### src/rtl/stream_fifo_buf.sv
// stream_fifo_buf: parametrised single-clock stream buffer with first-word
// fall-through output, occupancy level, almost-full flag and synchronous flush.
//
// Handshake: a word moves on a port only on a rising edge where valid and
// ready are both high. in_ready depends only on the registered level (never
// on out_ready), so a full buffer refuses input even while it is being
// drained. out_valid/out_data likewise depend only on registered state, so
// there is no combinational path from any input to any output.
module stream_fifo_buf #(
    parameter int DATA_W = 8,
    parameter int DEPTH  = 4,
    parameter int AF_THR = 3,
    parameter int LVL_W  = $clog2(DEPTH + 1)
) (
    input  logic              clk,
    input  logic              rst_n,
    input  logic              flush,
    input  logic [DATA_W-1:0] in_data,
    input  logic              in_valid,
    output logic              in_ready,
    output logic [DATA_W-1:0] out_data,
    output logic              out_valid,
    input  logic              out_ready,
    output logic [LVL_W-1:0]  level,
    output logic              almost_full
);

    localparam int PTR_W = $clog2(DEPTH);

    logic [DATA_W-1:0] mem_q [DEPTH];
    logic [PTR_W-1:0]  wr_ptr_q, wr_ptr_d;
    logic [PTR_W-1:0]  rd_ptr_q, rd_ptr_d;
    logic [LVL_W-1:0]  level_q, level_d;
    logic              full;
    logic              empty;
    logic              push;
    logic              pop;

    // Status flags come from the registered level only.
    assign full        = (level_q == LVL_W'(DEPTH));
    assign empty       = (level_q == '0);
    assign in_ready    = !full;
    assign out_valid   = !empty;
    assign almost_full = (level_q >= LVL_W'(AF_THR));
    assign level       = level_q;

    // Empty buffer presents zero rather than stale storage contents.
    assign out_data = empty ? '0 : mem_q[rd_ptr_q];

    assign push = in_valid && !full;
    assign pop  = out_ready && !empty;

    // Next-state pointers and level; flush overrides any same-cycle transfer.
    always_comb begin
        wr_ptr_d = wr_ptr_q;
        rd_ptr_d = rd_ptr_q;
        level_d  = level_q;
        if (flush) begin
            wr_ptr_d = '0;
            rd_ptr_d = '0;
            level_d  = '0;
        end else begin
            if (push) begin
                wr_ptr_d = wr_ptr_q + PTR_W'(1);
            end
            if (pop) begin
                rd_ptr_d = rd_ptr_q + PTR_W'(1);
            end
            case ({push, pop})
                2'b10:   level_d = level_q + LVL_W'(1);
                2'b01:   level_d = level_q - LVL_W'(1);
                default: level_d = level_q;
            endcase
        end
    end

    // Pointer and level registers, cleared asynchronously.
    always_ff @(posedge clk or negedge rst_n) begin
        if (!rst_n) begin
            wr_ptr_q <= '0;
            rd_ptr_q <= '0;
            level_q  <= '0;
        end else begin
            wr_ptr_q <= wr_ptr_d;
            rd_ptr_q <= rd_ptr_d;
            level_q  <= level_d;
        end
    end

    // Storage write; the array is deliberately not reset, level guards reads.
    always_ff @(posedge clk) begin
        if (push && !flush) begin
            mem_q[wr_ptr_q] <= in_data;
        end
    end

    // Occupancy can never exceed the storage size.
    level_bound_a: assert property (@(posedge clk) disable iff (!rst_n)
        level_q <= LVL_W'(DEPTH));

endmodule

### config.mk
export PLATFORM = sky130hd
export DESIGN_NAME = stream_fifo_buf
export DESIGN_NICKNAME = d
export VERILOG_FILES = /design/src/rtl/stream_fifo_buf.sv
export SDC_FILE = /design/constraint.sdc
export NUM_CORES = 1
export LEC_CHECK = 0
export BUFFER_PORTS_ARGS = -buffer_cell sky130_fd_sc_hd__buf_2
export CORE_MARGIN = 2
export CORE_UTILIZATION = 51
export DETAILED_ROUTE_END_ITERATION = 7
export HOLD_SLACK_MARGIN = 0.03
export PLACE_DENSITY = 0.74
export SYNTH_ARGS = -nofsm -noshare
export SYNTH_HDL_FRONTEND = slang
export SYNTH_SLANG_ARGS = --single-unit
### constraint.sdc
create_clock -name clk -period 2.5 [get_ports clk]
set_input_delay 0.375 -clock clk [delete_from_list [all_inputs] [get_ports clk]]
set_output_delay 0.375 -clock clk [all_outputs]
set_load 0.01 [all_outputs]
==> qor.txt, run 1 <==
Status = finished clean
Synth warn = 0
Synth Register Bits = 39
Hold Crit Class = in2reg
Hold Violations, Final = 0
Fmax = 424 MHz
Clock latency on the worst-skew pair = 0.34 ns
Slew of the pin with the lowest slew margin = 0.597 ns
CP Class = reg2out
I/O pin total = 27
GP Congestion = 0.666
Crit Path Max Fanout = 10
Vias per inst = 5.47
Net count after synthesis = 135
Die Wd = 62.7 µm
Number of distinct library cells after synthesis = 31
CTS Root Cell = clkbuf_4
Slew headroom = 60.2%
Vias in the first global route = 1068
Leading area contributor after synthesis = edfxtp_1
Port-buffer cells = 26
Mapped Cells = 117
GRT Residual Overflow = 0
Buffer count from post-CTS setup fixing = 0
Antenna violations before repair = 0
Register area = 1140 µm²
Die Ht = 62.7 µm
H-tree Lvls = 2
Ys async rst share = 17.9%
Largest net degree at the start of global routing = 15
Worst setup EP type = output port
Vias after detailed routing = 1045
Nets = 162
Setup Total Neg Slack = 0 ns
Max Cap Viol = 0
P per Cell Area = 760 nW/µm²
Total CTS buffers = 5
Iteration-0 DRC Markers = 24
Min cycle time layout = 2.36 ns
Synth Cell Area = 1760 µm²
Detail Route Antenna Nets = 0
Rows = 21
Leading post-synthesis cells by cell area = edfxtp_1 (55%), mux4_2 (10%), dfrtp_1 (10%), and2_1 (4.3%), ha_1 (2.8%)
Clock buffer depth = 2
Pleak = 0.773 nW
Tot Pwr = 1.53 mW
Pre-antenna DRT Iters = 4
Seq/Total Area, Yosys = 64.6%
Core box area = 3340 µm²
Post-CTS Resized = 0
Area Growth Syn to Fin = 14.1%
Area of the multi-input gates = 572 µm²
Drt drc = 0
Number of diodes = 0
Number of enable flip-flop cells after synthesis = 32
Startpoint types = register
RSZ-0062 raised after global routing = no
First-pass GRT wire length = 5.10 mm
Ys flop type = edfxtp_1
Worst vdd ir = 0.552 mV
Fin crit share = 94.4%
Drt wl/cell = 16.1 µm
Post-detail-place hpwl = 2.12 mm
CP Data Required Time = 2.12 ns
Share of cells above drive strength 1 = 31.7%
Cell with the most instances after synthesis = edfxtp_1
Initial cell density of the core = 52.7%
Drt total wl = 3.07 mm
Skew final = 0.00720 ns
Max Slew Vio Count = 0
Clk sinks = 39
Final setup fails = 0
Number of fillers in the final layout = 265
Worst-path clk slew = 0.11 ns
CTS Hold Bufs = 1
Critical Path AT = 1.99 ns
CTS tree = yes
Most frequent cells after synthesis = edfxtp_1 (32), and2_1 (12), nor2_1 (9), mux4_2 (8), dfrtp_1 (7)
Die ar. = 3940 µm²
Mean Syn Cell Area = 15.0 µm²
All-Layer GR Usage = 17.7%
Top cell type's share of synthesized area = 54.6%
[layout make-up]
type	instances	area share, %
clock inverter	2	1.75
timing repair buffer	28	7.36
inverter	2	0.374
multi-input combinational	68	28.5
clock buffer	6	2.56
sequential	39	56.6
tap	46	2.87
[flip-flops by register name (all words and copies together), names as in the netlist]
name	cells
mem_q	32
level	3
wr_ptr_q	2
rd_ptr_q	2
[cell usage in the layout (no fill, tap or decap), drive strengths merged, types with 4 or more instances in the layout]
cell and n:
nor2 9, nand3 5, dfrtp 7, clkbuf 6, edfxtp 32, ha 4, nand2 6, buf 27
and2 12, mux4 8
[metrics by stage]
step / util [%] / setup WS [ns] / hold slack, ns / instances / instance area, µm²
3_5_place_dp: 57.3 / 0.492 / 0.220 / 182 / 1910
5_1_grt: 60.1 / 0.0244 / 0.223 / 191 / 2010
2_1_floorplan: - / 0.363 / 0.0794 / 117 / 1760
3_3_place_gp: 57.3 / 0.550 / 0.221 / 182 / 1910
6_report: 60.1 / 0.140 / 0.244 / 191 / 2010
4_1_cts: 60.1 / 0.0968 / 0.230 / 191 / 2010
[power breakdown]
part / internal, mW / total, mW / switching (mW)
clock: 0.236 / 0.436 / 0.200
sequential: 0.738 / 0.793 / 0.0553
combinational: 0.153 / 0.297 / 0.144
total: 1.13 / 1.53 / 0.399
[worst paths after layout]
| kind | startpoint | end | slack, ns | cells after the start |
|---|---|---|---|---|
| worst max-delay path | rd_ptr_q[0]$_DFFE_PN0P_ | out_data[4] | 0.14 | 3 |
| worst min-delay path | in_data[6] | mem_q[2][6]$_DFFE_PP_ | 0.24 | 1 |
| worst max register to register | level[1]$_DFFE_PN0P_ | level[2]$_DFFE_PN0P_ | 0.47 | 6 |
| worst min register to register | wr_ptr_q[1]$_DFFE_PN0P_ | wr_ptr_q[1]$_DFFE_PN0P_ | 0.60 | 2 |
| max in group asynchronous | rst_n | level[0]$_DFFE_PN0P_ | 1.97 | 2 |
| min in group asynchronous | rst_n | level[1]$_DFFE_PN0P_ | 0.38 | 2 |
[worst max-delay path, cell delays in order, from the launching register on]
cell and delay, ns:
dfrtp_1 0.74, mux4_2 0.60, and2_1 0.17, buf_2 0.13
[routing by layer]
| layer | track usage (%) | share of wire [%] | vias to the layer above |
|---|---|---|---|
| met1 | 20.6 | 37 | 515 |
| met5 | 0 | 0 | - |
| met3 | 5.41 | 6.1 | 9 |
| li1 | - | - | 485 |
| met4 | 6.39 | 2.0 | 0 |
| met2 | 30.9 | 55 | 36 |
[cells by family after synthesis]
family	Yosys count	synth area share, %
muxes	8	10.2
AOI/OAI and AO/OA	11	4.05
buffers and inverters	10	2.92
adders and majority gates	5	3.98
DFF	39	64.6
and+or+nand+nor	40	12.2
xor gates and xnor gates	4	1.99
(Power assumes the default switching activity.)
==> run 2: changes to the inputs <==
--- a/config.mk
+++ b/config.mk
@@ -11,6 +11,7 @@
 export DETAILED_ROUTE_END_ITERATION = 7
 export HOLD_SLACK_MARGIN = 0.03
 export PLACE_DENSITY = 0.74
+export REMOVE_ABC_BUFFERS = 1
 export SYNTH_ARGS = -nofsm -noshare
 export SYNTH_HDL_FRONTEND = slang
 export SYNTH_SLANG_ARGS = --single-unit
==> run 2 against run 1 <==
Against the previous run: critical path depth grew 1; register-to-register slack barely moved; wire length is 1.4% higher; core utilization is 0.56 points lower; clock power is 24% lower; count of clock-buffer cells in the layout is 1 higher.
==> qor.txt, run 2 (synthesis results as in run 1) <==
Register area = 1140 µm² (unchanged)
Flop-to-flop setup slack = 0.46 ns (was 0.47 ns)
Initial cell density of the core = 52.7% (unchanged)
Area of the multi-input gates = 572 µm² (unchanged)
Fmax = 434 MHz (was 424 MHz)
Vias per inst = 5.42 (was 5.47)
Final non-filler cell total = 192 (was 191)
P per Cell Area = 720 nW/µm² (was 760 nW/µm²)
I/O pin total = 27 (unchanged)
Critical Path AT = 1.93 ns (was 1.99 ns)
Final Cell Area = 1990 µm² (was 2010 µm²)
Hold Path Depth = 1 (unchanged)
Iteration-0 DRC Markers = 50 (was 24)
Die Ht = 62.7 µm (unchanged)
Setup Total Neg Slack = 0 ns (unchanged)
Hold Crit Class = in2reg (unchanged)
Status = finished clean (unchanged)
Hold-critical path endpoint = mem_q[1][2]$_DFFE_PP_ (was mem_q[2][6]$_DFFE_PP_)
Max incr delay on CP = 0.54 ns (was 0.74 ns)
Fin crit share = 92.2% (was 94.4%)
Slew of the pin with the lowest slew margin = 0.472 ns (was 0.597 ns)
Clk sinks = 39 (unchanged)
Share of cells above drive strength 1 = 31.5% (was 31.7%)
Drt wl/cell = 16.2 µm (was 16.1 µm)
CP Class = reg2out (unchanged)
CTS tree = yes (unchanged)
CTS Root Cell = clkbuf_4 (unchanged)
Worst reg2reg path startpoint = level[0]$_DFFE_PN0P_ (was level[1]$_DFFE_PN0P_)
Final core utilization = 59.6% (was 60.1%)
Final setup fails = 0 (unchanged)
Largest net degree at the start of global routing = 15 (unchanged)
First-pass GRT wire length = 4.98 mm (was 5.10 mm)
Commonest non-fill, non-tap cell in the layout = edfxtp_1 (unchanged)
GP Congestion = 0.780 (was 0.666)
Area Growth Syn to Fin = 13.0% (was 14.1%)
Die ar. = 3940 µm² (unchanged)
Area after DPL = 1920 µm² (was 1910 µm²)
Worst Min Path Start = in_data[2] (was in_data[6])
Worst-path clk slew = 0.11 ns (about the same)
Startpoint types = register (unchanged)
R2R cell count = 5 (was 6)
Max Slew Vio Count = 0 (unchanged)
Rows = 21 (unchanged)
Nets = 163 (was 162)
Number of diodes = 0 (unchanged)
Clock latency on the worst-skew pair = 0.35 ns (was 0.34 ns)
Worst vdd ir = 0.363 mV (was 0.552 mV)
Slew headroom = 68.5% (was 60.2%)
Port-buffer cells = 26 (unchanged)
RSZ-0062 raised after global routing = no (unchanged)
Max Cap Viol = 0 (unchanged)
Detail Route Antenna Nets = 0 (unchanged)
CP cell instances = buf_4, mux4_2, and2_1, buf_2 (was mux4_2, and2_1, buf_2)
Skew final = 0.0106 ns (was 0.00720 ns)
Core box area = 3340 µm² (unchanged)
Cells after DPL = 183 (was 182)
Drt drc = 0 (unchanged)
Number of fillers in the final layout = 272 (was 265)
Min cycle time layout = 2.31 ns (was 2.36 ns)
CP max-delay cell = dfrtp_1 (unchanged)
Max reg flops = 32 (unchanged)
Tot Pwr = 1.43 mW (was 1.53 mW)
Antenna violations before repair = 0 (unchanged)
Crit Path Max Fanout = 6 (was 10)
GRT Residual Overflow = 0 (unchanged)
CP Data Required Time = 2.12 ns (about the same)
Pre-antenna DRT Iters = 4 (unchanged)
Pleak = 0.765 nW (was 0.773 nW)
Drt total wl = 3.12 mm (was 3.07 mm)
Clock buffer depth = 2 (unchanged)
Total CTS buffers = 5 (unchanged)
Worst setup EP type = output port (unchanged)
Post-detail-place hpwl = 2.12 mm (about the same)
Die Wd = 62.7 µm (unchanged)
Vias in the first global route = 1031 (was 1068)
Reg2reg end = level[1]$_DFFE_PN0P_ (was level[2]$_DFFE_PN0P_)
Hold Violations, Final = 0 (unchanged)
Vias after detailed routing = 1040 (was 1045)
Largest register by flop count = mem_q (unchanged)
H-tree Lvls = 2 (unchanged)
All-Layer GR Usage = 17.4% (was 17.7%)
Most frequent cells in the layout = edfxtp_1 (32), buf_2 (26), and2_1 (12) (unchanged)
-- run 2: cell count changes in the layout (fill, tap and decap cells not counted) --
cell       previous run  this run
bufinv_16             1         0
clkbuf_1              0         1
buf_4                 1         2
-- run 2: through the flow --
step	worst slack, ns	hold slack [ns]
after floorplan	0.438	0.0794
after global placement	0.577	0.219
after detailed placement	0.507	0.217
after CTS	0.153	0.220
after global routing	0.0901	0.209
final	0.194	0.228
-- run 2: timing repair --
item / in CTS / in global routing
hold endpoints to repair: 7 / 0
hold buffers: 1 / 0
setup buffers: 0 / 0
resized for setup: 0 / 0
-- run 2: cell type report --
| type | count | area share, % |
|---|---|---|
| multi-input combinational | 68 | 28.8 |
| clock buffer | 7 | 2.77 |
| tap | 46 | 2.89 |
| timing repair buffer | 29 | 7.80 |
| clock inverter | 1 | 0.252 |
| inverter | 2 | 0.378 |
| sequential | 39 | 57.1 |
-- run 2: per-layer routing --
layer  wire, µm  track usage, %  up-vias
met5          0               0        -
met4         62            7.50        0
met1       1330            21.6      530
met3        128            5.77        6
li1           -               -      484
met2       1600            28.0       20
-- run 2: where the power goes --
group          internal, mW  leakage [nW]  switching (mW)
logic                 0.158         0.345           0.159
clock network         0.136        0.0353           0.194
registers             0.738         0.385          0.0445
-- run 2: worst max-delay path: cells and delay by family, from the launching register on --
family	cells	cell delay (ns)
DFF	1	0.54
muxes	1	0.50
buffers and inverters	2	0.37
and+or+nand+nor	1	0.17
-- run 2: worst max-delay path by stage --
stage | from | end | slack, ns | depth (start not counted)
after detailed placement | level[1]$_DFFE_PN0P_ | level[1]$_DFFE_PN0P_ | 0.51 | 5
after global routing | rd_ptr_q[0]$_DFFE_PN0P_ | out_data[2] | 0.09 | 4
final | rd_ptr_q[0]$_DFFE_PN0P_ | out_data[2] | 0.19 | 4
after global placement | rd_ptr_q[0]$_DFFE_PN0P_ | out_data[2] | 0.58 | 4
after CTS | rd_ptr_q[0]$_DFFE_PN0P_ | out_data[2] | 0.15 | 4
after floorplan | level[1]$_DFFE_PN0P_ | level[1]$_DFFE_PN0P_ | 0.44 | 5
==> run 3: changes to the inputs <==
--- a/config.mk
+++ b/config.mk
@@ -10,7 +10,7 @@
 export CORE_UTILIZATION = 51
 export DETAILED_ROUTE_END_ITERATION = 7
 export HOLD_SLACK_MARGIN = 0.03
-export PLACE_DENSITY = 0.74
+export PLACE_DENSITY_LB_ADDON = 0.1
 export REMOVE_ABC_BUFFERS = 1
 export SYNTH_ARGS = -nofsm -noshare
 export SYNTH_HDL_FRONTEND = slang
==> run 3 against run 2 <==
Against the previous run: final area down 0.31%; core utilization down 0.19 points; cell count unchanged; first-iteration DRC count down 54%; largest power group unchanged; setup slack better by 0.0068 ns; clock power down 6.3%; wire length down 4.0%; critical path depth down 1; highest routed layer unchanged.
==> qor.txt, run 3 (synthesis results as in run 1) <==
Status = finished clean (unchanged)
Most frequent cells in the layout = edfxtp_1 (32), buf_2 (26), and2_1 (12) (unchanged)
Skew final = 0.0123 ns (was 0.0106 ns)
Iteration-0 DRC Markers = 23 (was 50)
CTS tree = yes (unchanged)
Crit Path Max Fanout = 9 (was 6)
Total CTS buffers = 5 (unchanged)
Worst-path clk slew = 0.12 ns (was 0.11 ns)
Rows = 21 (unchanged)
Post-route setup slack = 0.201 ns (was 0.194 ns)
Clk sinks = 39 (unchanged)
Share of cells above drive strength 1 = 31.5% (unchanged)
Flop-to-flop setup slack = 0.51 ns (was 0.46 ns)
Initial cell density of the core = 52.7% (unchanged)
Psw = 401 µW (was 398 µW)
Max Slew Vio Count = 0 (unchanged)
Drt drc = 0 (unchanged)
RSZ-0062 raised after global routing = no (unchanged)
Vias in the first global route = 1070 (was 1031)
Max incr delay on CP = 0.71 ns (was 0.54 ns)
Worst setup EP type = output port (unchanged)
Seq pwr share = 56.2% (was 54.7%)
Area of the multi-input gates = 572 µm² (unchanged)
Hold Path Depth = 1 (unchanged)
Pre-CTS WS = 0.531 ns (was 0.507 ns)
Area Growth Syn to Fin = 12.7% (was 13.0%)
Number of fillers in the final layout = 296 (was 272)
Reg2reg end = level[2]$_DFFE_PN0P_ (was level[1]$_DFFE_PN0P_)
Clock latency on the worst-skew pair = 0.34 ns (was 0.35 ns)
Number of diodes = 0 (unchanged)
Commonest non-fill, non-tap cell in the layout = edfxtp_1 (unchanged)
Crit path max-delay family = flip-flops (unchanged)
First-pass GRT wire length = 5.09 mm (was 4.98 mm)
Vias after detailed routing = 1017 (was 1040)
Post-CTS Resized = 0 (unchanged)
Largest register by flop count = mem_q (unchanged)
Register area = 1140 µm² (unchanged)
Switching share of power = 28.6% (was 27.8%)
Combinational fraction of design power = 21.8% (was 22.2%)
CP Data Required Time = 2.12 ns (about the same)
CTS Root Cell = clkbuf_4 (unchanged)
Slew headroom = 62.7% (was 68.5%)
Clock share of power = 22.1% (was 23.1%)
Worst reg2reg path startpoint = level[1]$_DFFE_PN0P_ (was level[0]$_DFFE_PN0P_)
Worst Min Path Start = in_data[2] (unchanged)
Final core utilization = 59.4% (was 59.6%)
I/O pin total = 27 (unchanged)
P per Cell Area = 709 nW/µm² (was 720 nW/µm²)
CP cell instances = mux4_2, and2_1, buf_2 (was buf_4, mux4_2, and2_1, buf_2)
Setup Total Neg Slack = 0 ns (unchanged)
Die Wd = 62.7 µm (unchanged)
Die Ht = 62.7 µm (unchanged)
Pleak = 0.758 nW (was 0.765 nW)
Worst vdd ir = 0.374 mV (was 0.363 mV)
Pre-antenna DRT Iters = 4 (unchanged)
Core box area = 3340 µm² (unchanged)
Buffer count from post-CTS setup fixing = 0 (unchanged)
GRT Residual Overflow = 0 (unchanged)
Drt wl/cell = 15.6 µm (was 16.2 µm)
Detail Route Antenna Nets = 0 (unchanged)
Largest net degree at the start of global routing = 15 (unchanged)
R2R cell count = 6 (was 5)
Post-detail-place hpwl = 2.10 mm (was 2.12 mm)
Internal Pwr Total = 1.00 mW (was 1.03 mW)
Buffers & Inverters on Critical Path = 1 (was 2)
Drt total wl = 2.99 mm (was 3.12 mm)
CTS Hold Bufs = 1 (unchanged)
CP Class = reg2out (unchanged)
Max reg flops = 32 (unchanged)
Startpoint types = register (unchanged)
Nets = 163 (unchanged)
Worst hold margin = 0.239 ns (was 0.228 ns)
Hold-critical path endpoint = mem_q[1][2]$_DFFE_PP_ (unchanged)
Hold Crit Class = in2reg (unchanged)
Antenna violations before repair = 0 (unchanged)
Fmax = 435 MHz (was 434 MHz)
GP Congestion = 0.700 (was 0.780)
Hold Violations, Final = 0 (unchanged)
Die ar. = 3940 µm² (unchanged)
Max Cap Viol = 0 (unchanged)
Min cycle time layout = 2.30 ns (was 2.31 ns)
CP max-delay cell = dfrtp_1 (unchanged)
Vias per inst = 5.30 (was 5.42)
Clock buffer depth = 2 (unchanged)
Critical Path AT = 1.92 ns (was 1.93 ns)
Slew of the pin with the lowest slew margin = 0.559 ns (was 0.472 ns)
Fin crit share = 92.0% (was 92.2%)
Port-buffer cells = 26 (unchanged)
H-tree Lvls = 2 (unchanged)
All-Layer GR Usage = 17.8% (was 17.4%)
Final setup fails = 0 (unchanged)
## run 3: cell count changes in the layout (fill, tap and decap cells not counted)
cell | previous run | this run
clkinvlp_4 | 0 | 1
clkbuf_8 | 1 | 0
## run 3: power by group through the flow
stage | Sequential, mW | Combinational [mW] | Clock (mW)
after floorplan | 0.796 | 0.188 | 0
after global placement | 0.803 | 0.299 | 0
after detailed placement | 0.805 | 0.309 | 0
after CTS | 0.791 | 0.311 | 0.322
after global routing | 0.799 | 0.339 | 0.343
final | 0.789 | 0.306 | 0.310
## run 3: worst max-delay path by stage
stage	cells after the start	end	start	slack, ns
4_1_cts	3	out_data[5]	rd_ptr_q[0]$_DFFE_PN0P_	0.14
2_1_floorplan	5	level[1]$_DFFE_PN0P_	level[1]$_DFFE_PN0P_	0.44
5_1_grt	3	out_data[5]	rd_ptr_q[0]$_DFFE_PN0P_	0.06
6_report	3	out_data[5]	rd_ptr_q[0]$_DFFE_PN0P_	0.20
3_3_place_gp	6	level[2]$_DFFE_PN0P_	level[0]$_DFFE_PN0P_	0.57
3_5_place_dp	3	out_data[5]	rd_ptr_q[0]$_DFFE_PN0P_	0.53
## run 3: worst reg2reg max path, delay by kind of cell, from the launching register on
kind,cells,cell delay (ns)
adder cells (fa/ha/maj),1,0.41
AND/OR/NAND/NOR,3,0.70
flip-flops,1,0.51
AO/OA/AOI/OAI,2,0.30
## run 3: routing by layer
metal / GRT usage [%] / up-vias / routed length (µm)
met2: 29.7 / 29 / 1540
met5: 0 / - / 0
met3: 5.05 / 5 / 160
met1: 21.4 / 498 / 1270
met4: 8.33 / 0 / 27
li1: - / 485 / -
## run 3: area by class of cell
cell class / instances / area share (%)
clock buffers: 6 / 2.08
multi-input cells: 68 / 28.9
well taps: 46 / 2.90
clock inverters: 2 / 0.631
inverters: 2 / 0.379
flip-flops and latches: 39 / 57.3
repair buffers: 29 / 7.83
## run 3: metrics by stage
step | cell area, µm² | cells | power, mW
after CTS | 1980 | 192 | 1.42
after global placement | 1920 | 183 | 1.10
after detailed placement | 1920 | 183 | 1.11
final | 1980 | 192 | 1.41
after floorplan | 1720 | 109 | 0.983
after global routing | 1980 | 192 | 1.48
